## src/rtl/aes_round_key_store.sv

```systemverilog
`default_nettype none
// ============================================================================
// Module : aes_round_key_store
// Brief  : Drives an external AES-128 key generator and stores the NROUND+1
//          round keys it produces; serves registered single-cycle reads.
// Rev    : 1.0
// ============================================================================
module aes_round_key_store #(
  parameter int NROUND = 10
) (
  input  logic         pClk,
  input  logic         sRst,
  input  logic         start,
  input  logic [127:0] aesKey,
  output logic [127:0] kgKey,
  output logic         kgEnable,
  output logic         kgLoadKey,
  output logic [3:0]   kgRoundCount,
  input  logic [127:0] kgRoundKey,
  output logic         keyBusy,
  output logic         keyValid,
  input  logic         rdReq,
  input  logic [3:0]   rdIdx,
  output logic [127:0] rdData,
  output logic         rdValid,
  output logic         rdErr
);

  localparam logic [1:0] c_IDLE   = 2'd0;
  localparam logic [1:0] c_EXPAND = 2'd1;
  localparam logic [1:0] c_READY  = 2'd2;
  localparam logic [3:0] c_LAST   = 4'(NROUND);

  logic [1:0]   r_state;
  logic [3:0]   r_cnt;
  logic [127:0] r_key;
  logic [127:0] r_slot [0:NROUND];
  logic [127:0] r_rd_data;
  logic         r_rd_valid;
  logic         r_rd_err;

  logic w_expand;
  logic w_rd_ok;

  assign w_expand = (r_state == c_EXPAND);
  // Reads see the pre-edge schedule, so a start coinciding with a read returns old data.
  assign w_rd_ok  = (r_state == c_READY) && (rdIdx <= c_LAST);

  assign kgKey        = r_key;
  assign kgEnable     = w_expand && (r_cnt < c_LAST);
  assign kgLoadKey    = w_expand && (r_cnt == 4'd0);
  assign kgRoundCount = w_expand ? r_cnt : 4'd0;
  assign keyBusy      = w_expand;
  assign keyValid     = (r_state == c_READY);
  assign rdData       = r_rd_data;
  assign rdValid      = r_rd_valid;
  assign rdErr        = r_rd_err;

  always_ff @(posedge pClk) begin
    if (sRst) begin
      r_state    <= c_IDLE;
      r_cnt      <= 4'd0;
      r_key      <= '0;
      r_rd_data  <= '0;
      r_rd_valid <= 1'b0;
      r_rd_err   <= 1'b0;
      for (int i = 0; i <= NROUND; i++) begin
        r_slot[i] <= '0;
      end
    end else begin
      r_rd_valid <= rdReq;
      r_rd_err   <= rdReq && !w_rd_ok;
      r_rd_data  <= (rdReq && w_rd_ok) ? r_slot[rdIdx] : '0;

      case (r_state)
        c_IDLE, c_READY: begin
          if (start) begin
            r_key     <= aesKey;
            r_slot[0] <= aesKey;
            r_cnt     <= 4'd0;
            r_state   <= c_EXPAND;
          end
        end
        c_EXPAND: begin
          // The generator output is registered: round key c is visible while cnt == c.
          if (r_cnt != 4'd0) begin
            r_slot[r_cnt] <= kgRoundKey;
          end
          if (r_cnt == c_LAST) begin
            r_cnt   <= 4'd0;
            r_state <= c_READY;
          end else begin
            r_cnt <= r_cnt + 4'd1;
          end
        end
        default: begin
          r_state <= c_IDLE;
          r_cnt   <= 4'd0;
        end
      endcase
    end
  end

endmodule
`default_nettype wire

```

## config.mk

```make
export PLATFORM = sky130hd
export DESIGN_NAME = aes_round_key_store
export DESIGN_NICKNAME = d
export VERILOG_FILES = /design/src/rtl/aes_round_key_store.sv
export SDC_FILE = /design/constraint.sdc
export NUM_CORES = 2
export LEC_CHECK = 0
export ABC_CLOCK_PERIOD_IN_PS = 11300
export BUFFER_PORTS_ARGS = -buffer_cell sky130_fd_sc_hd__buf_2
export CAP_MARGIN = 20
export CORE_MARGIN = 5
export CORE_UTILIZATION = 35
export DETAILED_ROUTE_END_ITERATION = 7
export GPL_TIMING_DRIVEN = 0
export PLACE_DENSITY = 0.61
export SYNTH_ARGS = -nofsm -noshare
export SYNTH_HDL_FRONTEND = slang
export SYNTH_SLANG_ARGS = --single-unit
```

## constraint.sdc

```tcl
create_clock -name pClk -period 11.3 [get_ports pClk]
set_clock_uncertainty 0.1 [all_clocks]
set_input_delay 1.13 -clock pClk [delete_from_list [all_inputs] [get_ports pClk]]
set_output_delay 1.13 -clock pClk [all_outputs]
set_load 0.05 [all_outputs]
```

# Yosys cells after proc, flatten, opt, wreduce, memory -nomap -nowiden
# Memory sizes are Yosys's and may differ from the RTL's. A register that Yosys moved wholly into a read port is not among the register bits.
# Cells that the tools add are included.
# W data, S select, Z words.
[word_totals] input_bits=264 elab_cells=51 out_inout_bits=266 register_bits=136 ram_bits=1408 memories=1
[op_classes] add_sub_neg=1 reduce_logical=14 eq_ne=5 n_bitwise=2 n_mux=21 magnitude_cmp=2
[memory_table] memory="r_slot" words=11 width=128 read_ports=1 rd_ports_with_merged_regs=1 write_ports=11 line="37" text="logic [127:0] r_slot [0:NROUND];"
[ops] cell="$mux W128" count=2
[ops] cell="$reduce_or A128 Y1" count=1
[ops] cell="$mux W4" count=4
[ops] cell="$mux W1" count=11
[ops] cell="$pmux W4 S2" count=1
[ops] cell="$logic_and A1 B1 Y1" count=5
[ops] cell="$add A4 B1 Y4 const B" count=1
[ops] cell="$eq A4 B4 Y1 const B" count=1
[ops] cell="$le A4 B4 Y1 const B" count=1
[ops] cell="$logic_not A4 Y1" count=1
[ops] cell="$lt A4 B4 Y1 const B" count=1
[ops] cell="$mux W2" count=2
[ops] cell="$pmux W2 S2" count=1
[ops] cell="$reduce_and A2 Y1" count=2
[ops] cell="$reduce_bool A4 Y1" count=1
[ops] cell="$reduce_or A2 Y1" count=2
[ops] cell="$eq A2 B1 Y1 const B" count=1
[ops] cell="$eq A2 B2 Y1 const B" count=1
[ops] cell="$logic_not A2 Y1" count=1
[ops] cell="$ne A2 B1 Y1 const B" count=1
[ops] cell="$ne A2 B2 Y1 const B" count=1
[ops] cell="$logic_not A1 Y1" count=1
[ops] cell="$not A1 Y1" count=1
[ops] cell="$or A1 B1 Y1" count=1

# Logic depth before layout (Yosys ltp)
[depth] depth_word=7 ltp_mapped=7 mapped_depth_nobuf=5

# Least setup slack after synthesis
# OpenSTA, ideal clock, no wires.
[synth_path] path_type="input-to-reg" start="in sRst" end="mem r_slot[11][0], enable pin" arrival_ps=9964 t_required_ps=10428 setup_slack_ps=464 stages=3 path_buffers=0 setup_time_ps=772 path_cell_list="nor2_1 > nand2_1 > nor3_1"
[synth_lines] item="start: declaration" line="12" text="input logic sRst,"
[synth_lines] item="end: declaration" line="37"

==> reports/metrics.csv <==
stage,metric,value,unit
logic_synthesis,synth_nets,5037,
drt,drc,0,
logic_synthesis,cells_after_synth,4773,
layout,finish.net_count,5812,
floorplan,die-area,212600,sq um
drt,m1WireLength,87.25,mm
cts,cts-htree-levels,4,
worst_setup_path,cp.required,11.64,ns
cts,insertion_delay,0.84,ns
power_and_ir_drop,power_density,175.0,nW/um^2
floorplan,die_h,461.1,um
worst_setup_path,path_cells,"buf_2, clkbuf_1, a21oi_1, clkbuf_1, clkbuf_1, inv_8, buf_16",
layout,final_layout_size_suffix_gt1_frac,0.2605,
worst_setup_path,critPathMostFrequentCell,sky130_fd_sc_hd__clkbuf_1,
drt,finalWirelength,218.3,mm
drt,detail_route.iter0.violations,4378,
drt,routed_length_on_met2,106.6,mm
status,status,"finished, final reports clean",
logic_synthesis,yosys-top-cells-area,"sky130_fd_sc_hd__edfxtp_1 59%, sky130_fd_sc_hd__mux4_2 12%, sky130_fd_sc_hd__dfxtp_1 11%, sky130_fd_sc_hd__nor2_1 6.1%, sky130_fd_sc_hd__a21oi_2 1.5%",
floorplan,floorplan.initialDensity,0.3520,
logic_synthesis,yosys.area.top_type,sky130_fd_sc_hd__edfxtp_1,
layout,multi_input_comb_area,19250,sq um
global_routing,largest_net_degree_at_the_start_of_global_routing,71,
timing,fin_worst_hold_slack,0.3453,ns
timing,timing.final.ws_setup,7.144,ns
cts,post_cts.resized_instances,0,
timing,timing_max_transition_violations_final,0,
cts,cts.repair_timing.setup_buffer_count,0,
worst_setup_path,setup.worst_path.start_class,input port,
floorplan,boundaryPins,530,
timing,top_achievable_clock_speed,240.6,MHz
drt,route.vias.total,43650,
logic_synthesis,syn_avg_cell_area,14.92,sq um
floorplan,design.core.area,202300,sq um
timing,hold_viol_final,0,
worst_setup_path,crit_arrival,4.49,ns
global_routing,antenna_violations_before_repair,24,
worst_hold_path,timing.hold.worst.class,register to register,
global_routing,globalRouteTotalUtil,0.2030,
logic_synthesis,post_synth_num_cell_types,38,
placement,dp_hpwl,151.2,mm
floorplan,die_width,461.1,um
worst_setup_path,worst_path_largest_cell_delay,0.89,ns
power_and_ir_drop,static_power_due_to_leakage,0.03222,uW
timing,layout_worst_path_cycle_share,0.3678,
logic_synthesis,post-synth-top-area-fraction,0.5938,
cts,cts_root_buf,sky130_fd_sc_hd__clkbuf_16,
cts,clkSlewWorstSetupHoldPaths,0.06,ns
power_and_ir_drop,finalPower,14850,uW
flow_run,max_cap_violations,0,
cts,clockBufferDepth,3,
cts,tritoncts.num_buffers,193,
cts,cts-hold-fix-buffers,0,
placement,buffer_ports.inserted,527,
drt,average_detailed_routed_wire_length_per_instance,26.00,um
layout,layout.area.seq,50130,sq um
logic_synthesis,post_synth_instance_area,71210,sq um
global_routing,first_global_vias,45200,
worst_setup_path,end_kind,register,
global_routing,grt_pass1_wl,312.6,mm
logic_synthesis,ys_seq_elements,1800,
layout,fillerInstances,18530,
worst_setup_path,criticalPathCategory,input port to register,
cts,tritoncts,done,
layout,synthToLayoutAreaGrowth,19.13,%
placement,dp_slack,6.283,ns
global_routing,overflow,0,
logic_synthesis,synth-warning-count,0,
timing,setup_viol_count_final,0,
timing,timing.max_slew.rel_slack,0.1282,
placement,globalplace.congestion,0.7784,
timing,finalSetupTns,0,ns
drt,post_route_antenna_net_violation_count,0,
floorplan,placement_rows,165,
cts,cts_sinks,1800,
layout,finish.utilization,0.4193,
drt,wl_met3,18.48,mm
worst_setup_path,worstPathMaxFanout,70,
worst_setup_path,timing.critical_path.slowest_stage_cell,sky130_fd_sc_hd__a21oi_1,
drt,vias_per_cell,5.199,
timing,worst_slew_pin_slew,1.296,ns
logic_synthesis,ys_seq_area_frac,0.7040,
drt,uppermost_layer_routed,met5,
timing,rsz0062_at_grt,false,
timing,final.min_clock_period,4.156,ns
power_and_ir_drop,worst_ir_drop_vdd,0.1477,mV
drt,dr.pass1.iters,5,
state kept, by name, summed over array words and instances, names as in the netlist:
name / cells
rdValid: 1
r_slot: 1536
r_state: 2
rdData: 128
rdErr: 1
r_cnt: 4
kgKey: 128
critical path, delay by kind of cell:
family                 cells  cell delay (ns)
buffers and inverters      6             2.20
AO/OA/AOI/OAI              1             0.89
cell families (layout without fill, tap and decap cells):
group | after synthesis | after routing | synth area share
flip-flops | 1800 | 1800 | 0.7040
AND/OR/NAND/NOR | 1594 | 1594 | 0.09053
AO/OA/AOI/OAI | 530 | 530 | 0.05734
buffers and inverters | 465 | 1409 | 0.02671
multiplexers | 384 | 384 | 0.1215
other | 0 | 7 | 0
cell usage after synthesis (all sizes together):
library cell / instances
a21o: 128
dfxtp: 392
edfxtp: 1408
o21bai: 1
o21ai: 4
clkinv: 1
a311oi: 1
and4b: 1
a211oi: 129
or3b: 1
nand2b: 13
nor3b: 2
a21oi: 135
nor2: 1162
nor4: 3
nand2: 263
mux4: 384
nor3: 3
o22ai: 1
clkbuf: 245
nor4b: 3
inv: 134
nor2b: 4
a31o: 1
o21a: 2
nand3: 2
nand4: 1
or3: 2
nor4bb: 1
and2: 133
buf: 85
a22oi: 128
cell usage in the layout (no fill, tap or decap), drive strengths merged, types with 2 or more instances in the layout:
| master | instances |
|---|---|
| a22oi | 128 |
| bufinv | 9 |
| or3 | 2 |
| diode | 7 |
| a21o | 128 |
| nand2b | 13 |
| a211oi | 129 |
| clkbuf | 534 |
| nor2b | 4 |
| nand3 | 2 |
| nor3 | 3 |
| nor2 | 1162 |
| buf | 665 |
| nor4b | 3 |
| dfxtp | 392 |
| nand2 | 263 |
| a21oi | 135 |
| nor4 | 3 |
| inv | 148 |
| clkinvlp | 3 |
| and2 | 133 |
| mux4 | 384 |
| edfxtp | 1408 |
| o21ai | 4 |
| nor3b | 2 |
| clkinv | 50 |
| o21a | 2 |
cell type report:
type,instances,share of cell area
flip-flops and latches,1800,0.5909
multi-input cells,2508,0.2269
clock buffers,289,0.06556
repair buffers,580,0.04363
well taps,2672,0.03941
plain buffers,330,0.01680
clock inverters,75,0.01049
inverters,135,0.006062
diodes,7,0.0002065
where the power goes:
group | internal (uW) | leakage, uW | switching [uW]
clock network | 3650 | 0.00315 | 2750
logic | 332 | 0.0114 | 664
registers | 7380 | 0.0176 | 75.0
total | 11400 | 0.0322 | 3490
layer usage:
| layer | GRT usage | vias to the layer above |
|---|---|---|
| met5 | 0 | - |
| met3 | 0.04424 | 289 |
| met1 | 0.2684 | 22420 |
| met4 | 0.05744 | 4 |
| li1 | - | 19120 |
| met2 | 0.3385 | 1821 |
stage by stage:
step           area [sq um]  instances
2_1_floorplan         71210       4773
3_3_place_gp          77190       7972
3_5_place_dp          78360       8024
4_1_cts               84810       8388
5_1_grt               84820       8390
6_report              84830       8396
final timing paths:
kind                           startpoint                     endpoint  slack [ns]  cells after the start
hold / removal     kgKey[48]$_SDFFE_PP0N_       kgKey[48]$_SDFFE_PP0N_        0.35                      1
hold reg to reg    kgKey[48]$_SDFFE_PP0N_       kgKey[48]$_SDFFE_PP0N_        0.35                      1
setup / recovery                     sRst  r_slot[0][59]$_SDFFCE_PN0P_        7.14                      7
setup reg to reg  r_state[0]$_SDFFE_PP0P_        rdData[85]$_SDFF_PP0_        7.32                      6
Power figures use the tool's default switching activity.
